File: config.mk
export PLATFORM = sky130hd
export DESIGN_NAME = alu_core_flat
export DESIGN_NICKNAME = d
export VERILOG_FILES = /design/src/rtl/alu_core_if.sv /design/src/rtl/alu_core.sv /design/src/flat_wrapper.sv
export SDC_FILE = /design/constraint.sdc
export NUM_CORES = 1
export LEC_CHECK = 0
export ABC_AREA = 1
export CAP_MARGIN = 10
export CORE_AREA = 8 8 224 226
export CTS_CLUSTER_SIZE = 10
export DETAILED_ROUTE_END_ITERATION = 8
export DIE_AREA = 0 0 232 234
export DONT_BUFFER_PORTS = 1
export PLACE_DENSITY = 0.43
export SYNTH_ARGS = -nofsm -noshare
export SYNTH_HDL_FRONTEND = slang
export SYNTH_SLANG_ARGS = --single-unit
File: constraint.sdc
create_clock -name clk -period 2.35 [get_ports clk]
set_input_delay 0.235 -clock clk [delete_from_list [all_inputs] [get_ports clk]]
set_output_delay 0.235 -clock clk [all_outputs]
set_load 0.02 [all_outputs]
File: src/rtl/alu_core_if.sv
// Operand/opcode and registered result/flag bundle for alu_core.
// The master drives operands and the opcode; the slave (the ALU) returns the result and flags.
interface alu_core_if #(
  parameter int WIDTH = 32
);
  logic [WIDTH-1:0] operand1;
  logic [WIDTH-1:0] operand2;
  logic [3:0]       opcode;
  logic [WIDTH-1:0] result;
  logic             zero;
  logic             negative;
  logic             carry;
  logic             overflow;

  modport master (
    output operand1, operand2, opcode,
    input  result, zero, negative, carry, overflow
  );

  modport slave (
    input  operand1, operand2, opcode,
    output result, zero, negative, carry, overflow
  );
endinterface

File: src/rtl/alu_core.sv
// Integer ALU with registered result and zero/negative/carry/overflow flags (one-cycle latency).
// Optional macro ALU_MUL_EN enables opcode 1100 as the low WIDTH bits of unsigned A*B.
module alu_core #(
  parameter int WIDTH = 32
) (
  input  logic     clk,
  input  logic     rst,
  alu_core_if.slave bus
);
  localparam int SHW = $clog2(WIDTH);

  localparam logic [3:0] OP_NOP  = 4'b0000;
  localparam logic [3:0] OP_ADD  = 4'b0001;
  localparam logic [3:0] OP_SUB  = 4'b0010;
  localparam logic [3:0] OP_AND  = 4'b0011;
  localparam logic [3:0] OP_OR   = 4'b0100;
  localparam logic [3:0] OP_XOR  = 4'b0101;
  localparam logic [3:0] OP_SLL  = 4'b0110;
  localparam logic [3:0] OP_SRL  = 4'b0111;
  localparam logic [3:0] OP_SRA  = 4'b1000;
  localparam logic [3:0] OP_SLT  = 4'b1001;
  localparam logic [3:0] OP_SLTU = 4'b1010;
  localparam logic [3:0] OP_NOR  = 4'b1011;
  localparam logic [3:0] OP_MUL  = 4'b1100;

  logic [WIDTH-1:0] a;
  logic [WIDTH-1:0] b;
  logic [SHW-1:0]   shamt;
  logic [WIDTH:0]   sum;
  logic [WIDTH:0]   diff;
  logic [WIDTH-1:0] res_next;
  logic             carry_next;
  logic             ovf_next;

  assign a     = bus.operand1;
  assign b     = bus.operand2;
  assign shamt = b[SHW-1:0];
  assign sum   = {1'b0, a} + {1'b0, b};
  // Bit WIDTH of the difference is the borrow, so carry for SUB is its inverse.
  assign diff  = {1'b0, a} - {1'b0, b};

  always_comb begin
    res_next   = '0;
    carry_next = 1'b0;
    ovf_next   = 1'b0;
    case (bus.opcode)
      OP_NOP:  res_next = '0;
      OP_ADD: begin
        res_next   = sum[WIDTH-1:0];
        carry_next = sum[WIDTH];
        ovf_next   = (a[WIDTH-1] == b[WIDTH-1]) && (sum[WIDTH-1] != a[WIDTH-1]);
      end
      OP_SUB: begin
        res_next   = diff[WIDTH-1:0];
        carry_next = ~diff[WIDTH];
        ovf_next   = (a[WIDTH-1] != b[WIDTH-1]) && (diff[WIDTH-1] != a[WIDTH-1]);
      end
      OP_AND:  res_next = a & b;
      OP_OR:   res_next = a | b;
      OP_XOR:  res_next = a ^ b;
      OP_SLL:  res_next = a << shamt;
      OP_SRL:  res_next = a >> shamt;
      OP_SRA:  res_next = $signed(a) >>> shamt;
      OP_SLT:  res_next = {{(WIDTH-1){1'b0}}, ($signed(a) < $signed(b))};
      OP_SLTU: res_next = {{(WIDTH-1){1'b0}}, (a < b)};
      OP_NOR:  res_next = ~(a | b);
`ifdef ALU_MUL_EN
      OP_MUL:  res_next = a * b;
`else
      OP_MUL:  res_next = '0;
`endif
      default: res_next = '0;
    endcase
  end

  always_ff @(posedge clk) begin
    if (rst) begin
      bus.result   <= '0;
      bus.zero     <= 1'b1;
      bus.negative <= 1'b0;
      bus.carry    <= 1'b0;
      bus.overflow <= 1'b0;
    end else begin
      bus.result   <= res_next;
      bus.zero     <= (res_next == '0);
      bus.negative <= res_next[WIDTH-1];
      bus.carry    <= carry_next;
      bus.overflow <= ovf_next;
    end
  end
endmodule

File: src/flat_wrapper.sv
// flat-port wrapper written by rule: the top's interface ports become plain ports
module alu_core_flat 
#(
  parameter int WIDTH = 32
)
  (clk, rst, bus_operand1, bus_operand2, bus_opcode, bus_result, bus_zero, bus_negative, bus_carry, bus_overflow);
  alu_core_if #(.WIDTH(WIDTH)) bus_i ();
  input  logic clk;
  input  logic rst;
  input wire logic [$bits(bus_i.operand1)-1:0] bus_operand1;
  input wire logic [$bits(bus_i.operand2)-1:0] bus_operand2;
  input wire logic [$bits(bus_i.opcode)-1:0] bus_opcode;
  output wire logic [$bits(bus_i.result)-1:0] bus_result;
  output wire logic [$bits(bus_i.zero)-1:0] bus_zero;
  output wire logic [$bits(bus_i.negative)-1:0] bus_negative;
  output wire logic [$bits(bus_i.carry)-1:0] bus_carry;
  output wire logic [$bits(bus_i.overflow)-1:0] bus_overflow;
  assign bus_i.operand1 = bus_operand1;
  assign bus_i.operand2 = bus_operand2;
  assign bus_i.opcode = bus_opcode;
  assign bus_result = bus_i.result;
  assign bus_zero = bus_i.zero;
  assign bus_negative = bus_i.negative;
  assign bus_carry = bus_i.carry;
  assign bus_overflow = bus_i.overflow;
  alu_core #(.WIDTH(WIDTH)) u_core (.clk(clk), .rst(rst), .bus(bus_i));
endmodule
# Word level (Yosys, flattened, before mapping)
# Index checks and enable logic that the tools add are counted.
# Widths: inputs -> output; s select.
[word_totals]
reg_bits = 36
in_bits = 70
output_inout_bits = 36
wordCells = 38
[classes]
add_sub_neg = 2
n_lt_le_gt_ge = 2
eq_ne = 15
n_shift = 3
muxes = 3
bitwise_logic = 5
n_reduce_logical = 3
[ops]
columns = ["cell", "count"]
rows = [
  ["$pmux 32 s11", 1],
  ["$lt 32x32->1", 2],
  ["$add 32x32->33", 1],
  ["$sub 32x32->33", 1],
  ["$and 32x32->32", 1],
  ["$logic_not 32->1", 1],
  ["$not 32->32", 1],
  ["$or 32x32->32", 1],
  ["$shl 32x5->32", 1],
  ["$shr 32x5->32", 1],
  ["$sshr 32x5->32", 1],
  ["$xor 32x32->32", 1],
  ["$eq 4x3->1 const B", 4],
  ["$eq 4x4->1 const B", 4],
  ["$eq 4x2->1 const B", 2],
  ["$eq 4x1->1 const B", 1],
  ["$pmux 1 s2", 2],
  ["$ne 1x1->1", 3],
  ["$logic_and 1x1->1", 2],
  ["$eq 1x1->1", 1],
  ["$not 1->1", 1],
]

# Depth between registers and ports, before layout
[depth]
ltp_word = 4
ltp_mapped = 22
ltp_nobuf = 21

# Worst setup path before layout
# OpenSTA, ideal clock, no wires.
[synth_timing]
kind = "input-to-reg"
from = "in bus_operand2[4]"
to = "reg u_core.bus.zero"
setup_ps = 61
t_arrival_ps = 2484
t_required_ps = 2289
setup_slack_ps = -196
cell_stages = 19
path_cell_list = "clkbuf_1 > inv_1 > clkbuf_1 > ha_1 > nor2_1 > nand4_1 > nand3_1 > nand2_1 > nand2_1 > nand2_1 > nand2_1 > a21oi_1 > nor2_1 > nand3_1 > nor2_1 > nand2_1 > nor2_1 > nand3_1 > nand2_1"
[synth_between]
elab_chain_len = 4
elab_cells_between_ends = 13
classes_between = "add/sub (2); order compare (2); shift (3); mux (1); bitwise (4); reduce/logical (1)"
[synth_lines]
columns = ["item", "line_no", "text"]
rows = [
  ["start, declared", "flat_wrapper.sv:11", "input wire logic [$bits(bus_i.operand2)-1:0] bus_operand2;"],
  ["branches (longest 2 deep; another with $sub 32x32->33)", "-", ""],
  ["$pmux 32 s11 *", "alu_core.sv:46", "case (bus.opcode)"],
  ["$logic_not 32->1 *", "alu_core.sv:85", "bus.zero <= (res_next == '0);"],
  ["end signal, assigned", "alu_core.sv:85", ""],
  ["end, declared", "alu_core_if.sv:22", "output result, zero, negative, carry, overflow"],
]
# Mark *: on every way between the ends.
# A chain may end at the register's enable or synchronous reset.

# Worst setup path in the final report
[layout_timing]
from = "in bus_operand1[0]"
to = "reg u_core.bus.zero"
[layout_between]
elab_chain_len = 4
elab_cells_between_ends = 13
classes_between = "add/sub (2); order compare (2); shift (3); mux (1); bitwise (4); reduce/logical (1)"
[layout_lines]
columns = ["item", "line_no", "text"]
rows = [
  ["start, declared", "flat_wrapper.sv:10", "input wire logic [$bits(bus_i.operand1)-1:0] bus_operand1;"],
  ["branches (longest 2 deep; another with $sub 32x32->33)", "-", ""],
  ["$pmux 32 s11 *", "alu_core.sv:46", ""],
  ["$logic_not 32->1 *", "alu_core.sv:85", ""],
]
# Marks and branches as above.

==> summary.md <==
| Metric | Value |
|---|---|
| Vias in the first global route | 15944 |
| WP data required | 2.56 ns |
| FP Rows | 80 |
| VDD IR-drop max | 0.355 mV |
| Grt total ovfl | 0 |
| Top delay family on crit path | simple AND/OR/NAND/NOR gates |
| EDFF count, synth | 0 |
| Hold Crit Class | in2reg |
| Min Tclk post-route | 2.30 ns |
| Final WL | 71.6 mm |
| Seq/Total Area, Yosys | 6.08% |
| Synth top area cells | nand2_1, nand3_1, ha_1 |
| Total Routing Usage GR | 25.2% |
| Final instance area | 0.0161 mm2 |
| Clock Tree Root | clkbuf_16 |
| Bufs on Longest Clock Path | 2 |
| Fin. max-slew vios | 0 |
| Internal power | 0.00263 W |
| Final period util | 97.9% |
| Die H | 234 um |
| First-pass GRT wire length | 103 mm |
| Routed Antenna Nets | 0 |
| Cell variety after synth | 45 |
| Post-synthesis average cell area | 4.93 um2 |
| Most numerous cell in the Yosys netlist | nand2_1 |
| Area share of the largest cell type after synthesis | 26.8% |
| Clock tree from TritonCTS | done |
| GPL Wtd Cong | 1.09 |
| Slowest-stage cell, CP | fa_2 |
| Synth Instances | 2337 |
| Worst Setup Path Type | in2reg |
| Final setup viols | 0 |
| Layout cells sized above 1 | 23.7% |
| Slew headroom | 48.1% |
| HPWL after DPL | 61.2 mm |
| Worst-path clk slew | 0.06 ns |
| Nets@finish | 2854 |
| Largest fanout on the critical path | 5 |
| Setup TNS Final | 0 ns |
| Top FF cell, synth | dfxtp_1 |
| Sink Count | 35 |
| Met2 Usage GRT | 44.3% |
| Crit-path cells | inv_1 > ha_4 > fa_2 > inv_2 > nand4_1 > nand3_4 > buf_6 > nand2_2 > nand3_2 > nand2_1 > nand3_2 > nand4_1 > nor2_2 > nand2_1 > nor2_2 > nand3_2 > nand2_1 |
| Non-Filler Instances | 3301 |
| Largest net degree at the start of global routing | 66 |
| Crit end category | flip-flop |
| Post-place instance area | 0.0151 mm2 |
| GR peak layer | met2 |
| Sequential power share | 14.1% |
| CP Launch Type | input port |
| Synth warn | 0 |
| F_max | 0.435 GHz |
| Post-DR vias/cell | 5.07 |
| CTS buffer count | 5 |
| Gate power share | 70.6% |
| I/O Pins | 106 |
| Yosys top cell by area | nand2_1 |
| DR iter-0 viols | 1375 |
| H-tree levels | 2 |
| Post-synth top cells | nand2_1, nand3_1, inv_1 |
| Fin util | 34.4% |
| Placed cells | 3276 |
| Initial core utilization | 24.6% |
| Worst Path Buf+Inv | 3 |
| Initial antenna violation count | 0 |
| Crit-path max cell delay | 0.40 ns |
| Pwr dens | 315 mW/mm2 |
| Tot Pwr | 0.00508 W |
| Die ar. | 0.0543 mm2 |
| GRT met1 Usage | 32.7% |
| Final hold violations | 0 |
| Drt wl/cell | 21.7 um |
| Met3 GRT Util | 1.56% |
| Tightest Pin Transition | 0.776 ns |
| Synthesized flop and latch total | 35 |
| Chip width | 232 um |
| Max-cap violations | 0 |
| # port buffers | 0 |
| DRC viols | 0 |
| Clock power frac | 15.2% |
| Router iterations before antenna repair | 5 |
| Core Area | 0.0468 mm2 |
| Switching Fraction | 48.3% |
| Mapped Nets | 2507 |
| RSZ-0062 raised after global routing | true |
| Async set or reset register ratio after synthesis | 0% |
| CP arrival | 2.51 ns |
| Mapped Area | 0.0115 mm2 |
| Vias | 16722 |
| Pleak | 8.85 nW |
| Area growth syn-to-layout | 39.9% |
| Status | completed |
| Switch Pwr | 0.00245 W |
power groups by stage:
stage | combinational, W | sequential, W | clock (W)
after detailed placement | 0.00328 | 0.000734 | 0
after global placement | 0.00329 | 0.000734 | 0
after floorplan | 0.00171 | 0.000721 | 0
after global routing | 0.00387 | 0.000722 | 0.000812
final | 0.00359 | 0.000718 | 0.000773
after CTS | 0.00336 | 0.000721 | 0.000780
cell families after synthesis:
kind of cell	count (synthesis)	share of synthesized area (%)
AND/OR/NAND/NOR	1581	58.2
buffers and inverters	424	15.2
AO/OA/AOI/OAI	196	9.50
adder cells (fa/ha/maj)	100	11.0
flip-flops	35	6.08
XOR/XNOR	1	0.0760
registers in the layout (all words and copies together) (netlist names):
| name | count |
|---|---|
| u_core.bus.overflow | 1 |
| u_core.bus.carry | 1 |
| u_core.bus.negative | 1 |
| u_core.bus.result | 31 |
| u_core.bus.zero | 1 |
layout by cell type, fill, tap and decap left out, types with 3 or more instances in the layout:
cell type / synthesis / final
nand2_1: 824 / 787
buf_4: 13 / 423
nand3_1: 401 / 377
inv_1: 317 / 308
nor2_1: 243 / 205
a21oi_1: 80 / 73
ha_1: 98 / 73
o21ai_0: 56 / 54
nand2_2: 14 / 43
nor2_2: 10 / 41
nand4_1: 38 / 38
dfxtp_1: 35 / 35
nor3_1: 30 / 29
nand3_2: 4 / 22
ha_4: 0 / 20
o22ai_1: 18 / 18
inv_2: 8 / 15
o21ai_1: 10 / 12
a21oi_2: 3 / 10
nor2_4: 2 / 9
buf_12: 0 / 9
nand2_4: 0 / 8
nand3_4: 0 / 6
o21bai_1: 6 / 6
o2111ai_1: 6 / 6
clkbuf_16: 0 / 6
o211ai_1: 5 / 5
ha_2: 0 / 5
a211oi_1: 4 / 4
buf_6: 5 / 3
layout make-up:
cell class,count,area (um2)
Fill cell,5450,30700
Multi-Input combinational cell,1878,9830
Timing Repair Buffer,436,3410
Inverter,328,1240
Tap cell,615,769
Sequential cell,35,701
Clock buffer,6,139
Clock inverter,2,35.0
Antenna cell,1,2.50
metrics by stage:
step                      hold WS, ns  setup WS [ns]
after detailed placement        0.312         -0.644
after global placement          0.313         -0.642
after CTS                      0.0214        0.00854
final                          0.0234         0.0490
after global routing           0.0177        -0.0780
after floorplan                 0.429        0.00187
worst paths after layout:
check,start,to,slack (ns),cells after the start
worst max-delay path,bus_operand1[0],u_core.bus.zero$_SDFF_PP1_,0.05,17
worst min-delay path,rst,u_core.bus.result[6]$_SDFF_PP0_,0.02,1
routing by layer:
layer / wire length [um] / up-vias
li1: - / 8135
met1: 30900 / 7896
met2: 34300 / 594
met3: 3760 / 97
met4: 2610 / 0
met5: 0 / -
what timing repair did:
item | CTS | global route
cloned | 0 | 1
pin swaps | 5 | 41
gates resized for setup | 51 | 133
buffers inserted | 1 | 14
endpoints found under the setup margin | 5 | 9
hold buffers | 0 | 0
No activity file was read; power rests on OpenSTA's default activity.
==> variant, RTL diff (same flow settings) <==
`WIDTH` is set to 32 in 3 places; all go to 16.
--- a/src/rtl/alu_core_if.sv
+++ b/src/rtl/alu_core_if.sv
@@ -1,7 +1,7 @@
 // Operand/opcode and registered result/flag bundle for alu_core.
 // The master drives operands and the opcode; the slave (the ALU) returns the result and flags.
 interface alu_core_if #(
-  parameter int WIDTH = 32
+  parameter int WIDTH = 16
 );
   logic [WIDTH-1:0] operand1;
   logic [WIDTH-1:0] operand2;
--- a/src/rtl/alu_core.sv
+++ b/src/rtl/alu_core.sv
@@ -1,7 +1,7 @@
 // Integer ALU with registered result and zero/negative/carry/overflow flags (one-cycle latency).
 // Optional macro ALU_MUL_EN enables opcode 1100 as the low WIDTH bits of unsigned A*B.
 module alu_core #(
-  parameter int WIDTH = 32
+  parameter int WIDTH = 16
 ) (
   input  logic     clk,
   input  logic     rst,
--- a/src/flat_wrapper.sv
+++ b/src/flat_wrapper.sv
@@ -1,7 +1,7 @@
 // flat-port wrapper written by rule: the top's interface ports become plain ports
 module alu_core_flat 
 #(
-  parameter int WIDTH = 32
+  parameter int WIDTH = 16
 )
   (clk, rst, bus_operand1, bus_operand2, bus_opcode, bus_result, bus_zero, bus_negative, bus_carry, bus_overflow);
   alu_core_if #(.WIDTH(WIDTH)) bus_i ();
Interface: changed (resized bus_operand1, bus_operand2 and bus_result); port bits go from 106 to 58. The function was not compared with the original's and may differ.
==> variant against the original RTL <==
Maximum frequency is 7.1% higher. Utilization is 21 points lower. Hold slack improved by 0.026 ns. Worst setup slack improved by 0.15 ns. Sequential power is 46% lower. Cell area down 61%. Global-route usage down 16 points. Routed wire length fell by 64%. Synthesized area down 56%. Critical path depth did not move. Sequential cell count fell by 16. Power down 64%. Critical path type unchanged. Critical endpoint unchanged. Largest cell class unchanged.
==> variant: results (changes against the original RTL) <==
- Outcome: completed (unchanged)
- Total GRT Usage: 9.01% (was 25.2%)
- Max FFs per register: 15 (was 31)
- Biggest area consumer among synthesized cells: nand2_1 (unchanged)
- Initial antenna violation count: 0 (unchanged)
- Top reg by flops: u_core.bus.result (unchanged)
- DR vias: 6499 (was 16700)
- Clock buffer count from CTS: 3 (was 5)
- DRT Pass-1 Iters: 5 (unchanged)
- Synth cell types: 31 (was 45)
- Hold Crit Class: in -> reg (unchanged)
- Critical Path Fanout Max: 4 (was 5)
- Vias in the first global route: 5934 (was 15900)
- Post-synth top cells: nand2_1 (372), nand3_1 (162), inv_1 (134), nor2_1 (102), ha_1 (49) (was nand2_1 (824), nand3_1 (401), inv_1 (317), nor2_1 (243), ha_1 (98))
- Global-route wire length before repair: 37.5 mm (was 103 mm)
- Register area share after synthesis: 7.47% (was 6.08%)
- Layout fillers: 5569 (was 5450)
- Hold EP: u_core.bus.result[9]$_SDFF_PP0_ (was u_core.bus.result[6]$_SDFF_PP0_)
- Max IR drop VDD: 0.429 mV (was 0.355 mV)
- Nets: 1134 (was 2854)
- Dpl ws: -0.193 ns (was -0.644 ns)
- Area after DPL: 0.00613 sq mm (was 0.0151 sq mm)
- Hpwl dp: 21.9 mm (was 61.2 mm)
- Ant diodes: 0 (was 1)
- Leak pwr: 3.27 nW (was 8.85 nW)
- Largest net degree at the start of global routing: 38 (was 66)
- Final GP Congestion: 0.930 (was 1.09)
- Ys flop type: dfxtp_1 (unchanged)
- Worst rel slew slack: 60.0% (was 48.1%)
- Share of cells above drive strength 1: 7.47% (was 23.7%)
- Synth top area cells: nand2_1 (27%), nand3_1 (16%), ha_1 (12%), inv_1 (9.9%), nor2_1 (7.5%) (was nand2_1 (27%), nand3_1 (17%), ha_1 (11%), inv_1 (10%), nor2_1 (7.9%))
- Hold path startpoint: rst (unchanged)
- Crit path DAT: 2.33 ns (was 2.51 ns)
- First DRT Iteration DRCs: 635 (was 1375)
- Setup Fix Bufs, Post-CTS: 0 (was 1)
- Synth warnings: 0 (unchanged)
- H-tree depth: 1 (was 2)
- Hold path cells: 1 (unchanged)
- Drt total wl: 25.4 mm (was 71.6 mm)
- FF/Latch Area: 380 sq um (was 701 sq um)
variant: report_power, final:
| group | internal (mW) | switching, mW | leakage [nW] |
|---|---|---|---|
| logic | 0.383 | 0.711 | 3.07 |
| clock network | 0.228 | 0.117 | 0.0409 |
| registers | 0.347 | 0.0432 | 0.156 |
| total | 0.958 | 0.871 | 3.27 |
variant: metrics by stage:
stage | hold WS (ns) | std cells
after global routing | 0.0490 | 1659
after floorplan | 0.545 | 1019
after global placement | 0.311 | 1655
after CTS | 0.0429 | 1659
final | 0.0492 | 1659
after detailed placement | 0.310 | 1655
variant: worst max path at each step:
| stage | slack, ns | endpoint | startpoint | cells past startpoint |
|---|---|---|---|---|
| after floorplan | 0.11 | u_core.bus.zero$_SDFF_PP1_ | bus_operand2[3] | 20 |
| after global placement | -0.21 | u_core.bus.zero$_SDFF_PP1_ | bus_operand2[5] | 15 |
| after detailed placement | -0.19 | u_core.bus.zero$_SDFF_PP1_ | bus_operand2[5] | 15 |
| after CTS | 0.06 | u_core.bus.zero$_SDFF_PP1_ | bus_operand2[5] | 15 |
| after global routing | 0.04 | u_core.bus.zero$_SDFF_PP1_ | bus_operand2[2] | 15 |
| final | 0.20 | u_core.bus.zero$_SDFF_PP1_ | bus_operand1[0] | 17 |
variant: critical path, stage by stage:
cell,delay [ns]
inv_1,0.05
ha_1,0.14
inv_1,0.06
fa_1,0.37
nand2_1,0.10
nand2_1,0.12
nand2_1,0.13
a21oi_1,0.07
o21ai_0,0.08
nand3_1,0.23
nor2_1,0.22
nand2_1,0.08
nor2_1,0.15
nand2_1,0.07
nor2_1,0.10
nand2_1,0.06
nand2_1,0.06
variant: routing by layer:
metal	share of wire (%)	routed length (microns)	track usage, %
met1	46	11600	12.5
met2	41	10400	13.4
met3	11	2790	2.78
met4	2.5	631	2.22
met5	0	0	0
variant: area by class of cell:
class,count,area share (%)
Timing Repair Buffer,57,7.28
Sequential cell,19,6.12
Multi-Input combinational cell,824,64.5
Clock buffer,3,1.21
Tap cell,615,12.4
Inverter,140,8.45
Clock inverter,1,0.0805
variant: logic make-up after synthesis:
kind of cell / count (synthesis) / share of synthesized area, %
AO/OA/AOI/OAI: 89 / 9.17
XOR/XNOR: 2 / 0.344
adder cells (fa/ha/maj): 51 / 12.8
buffers and inverters: 176 / 13.9
flip-flops: 19 / 7.47
AND/OR/NAND/NOR: 682 / 56.3
variant: timing repair:
action / CTS / global route
endpoints found under the setup margin: 0 / 1
resized for setup: 0 / 4
endpoints found under the hold margin: 0 / 0
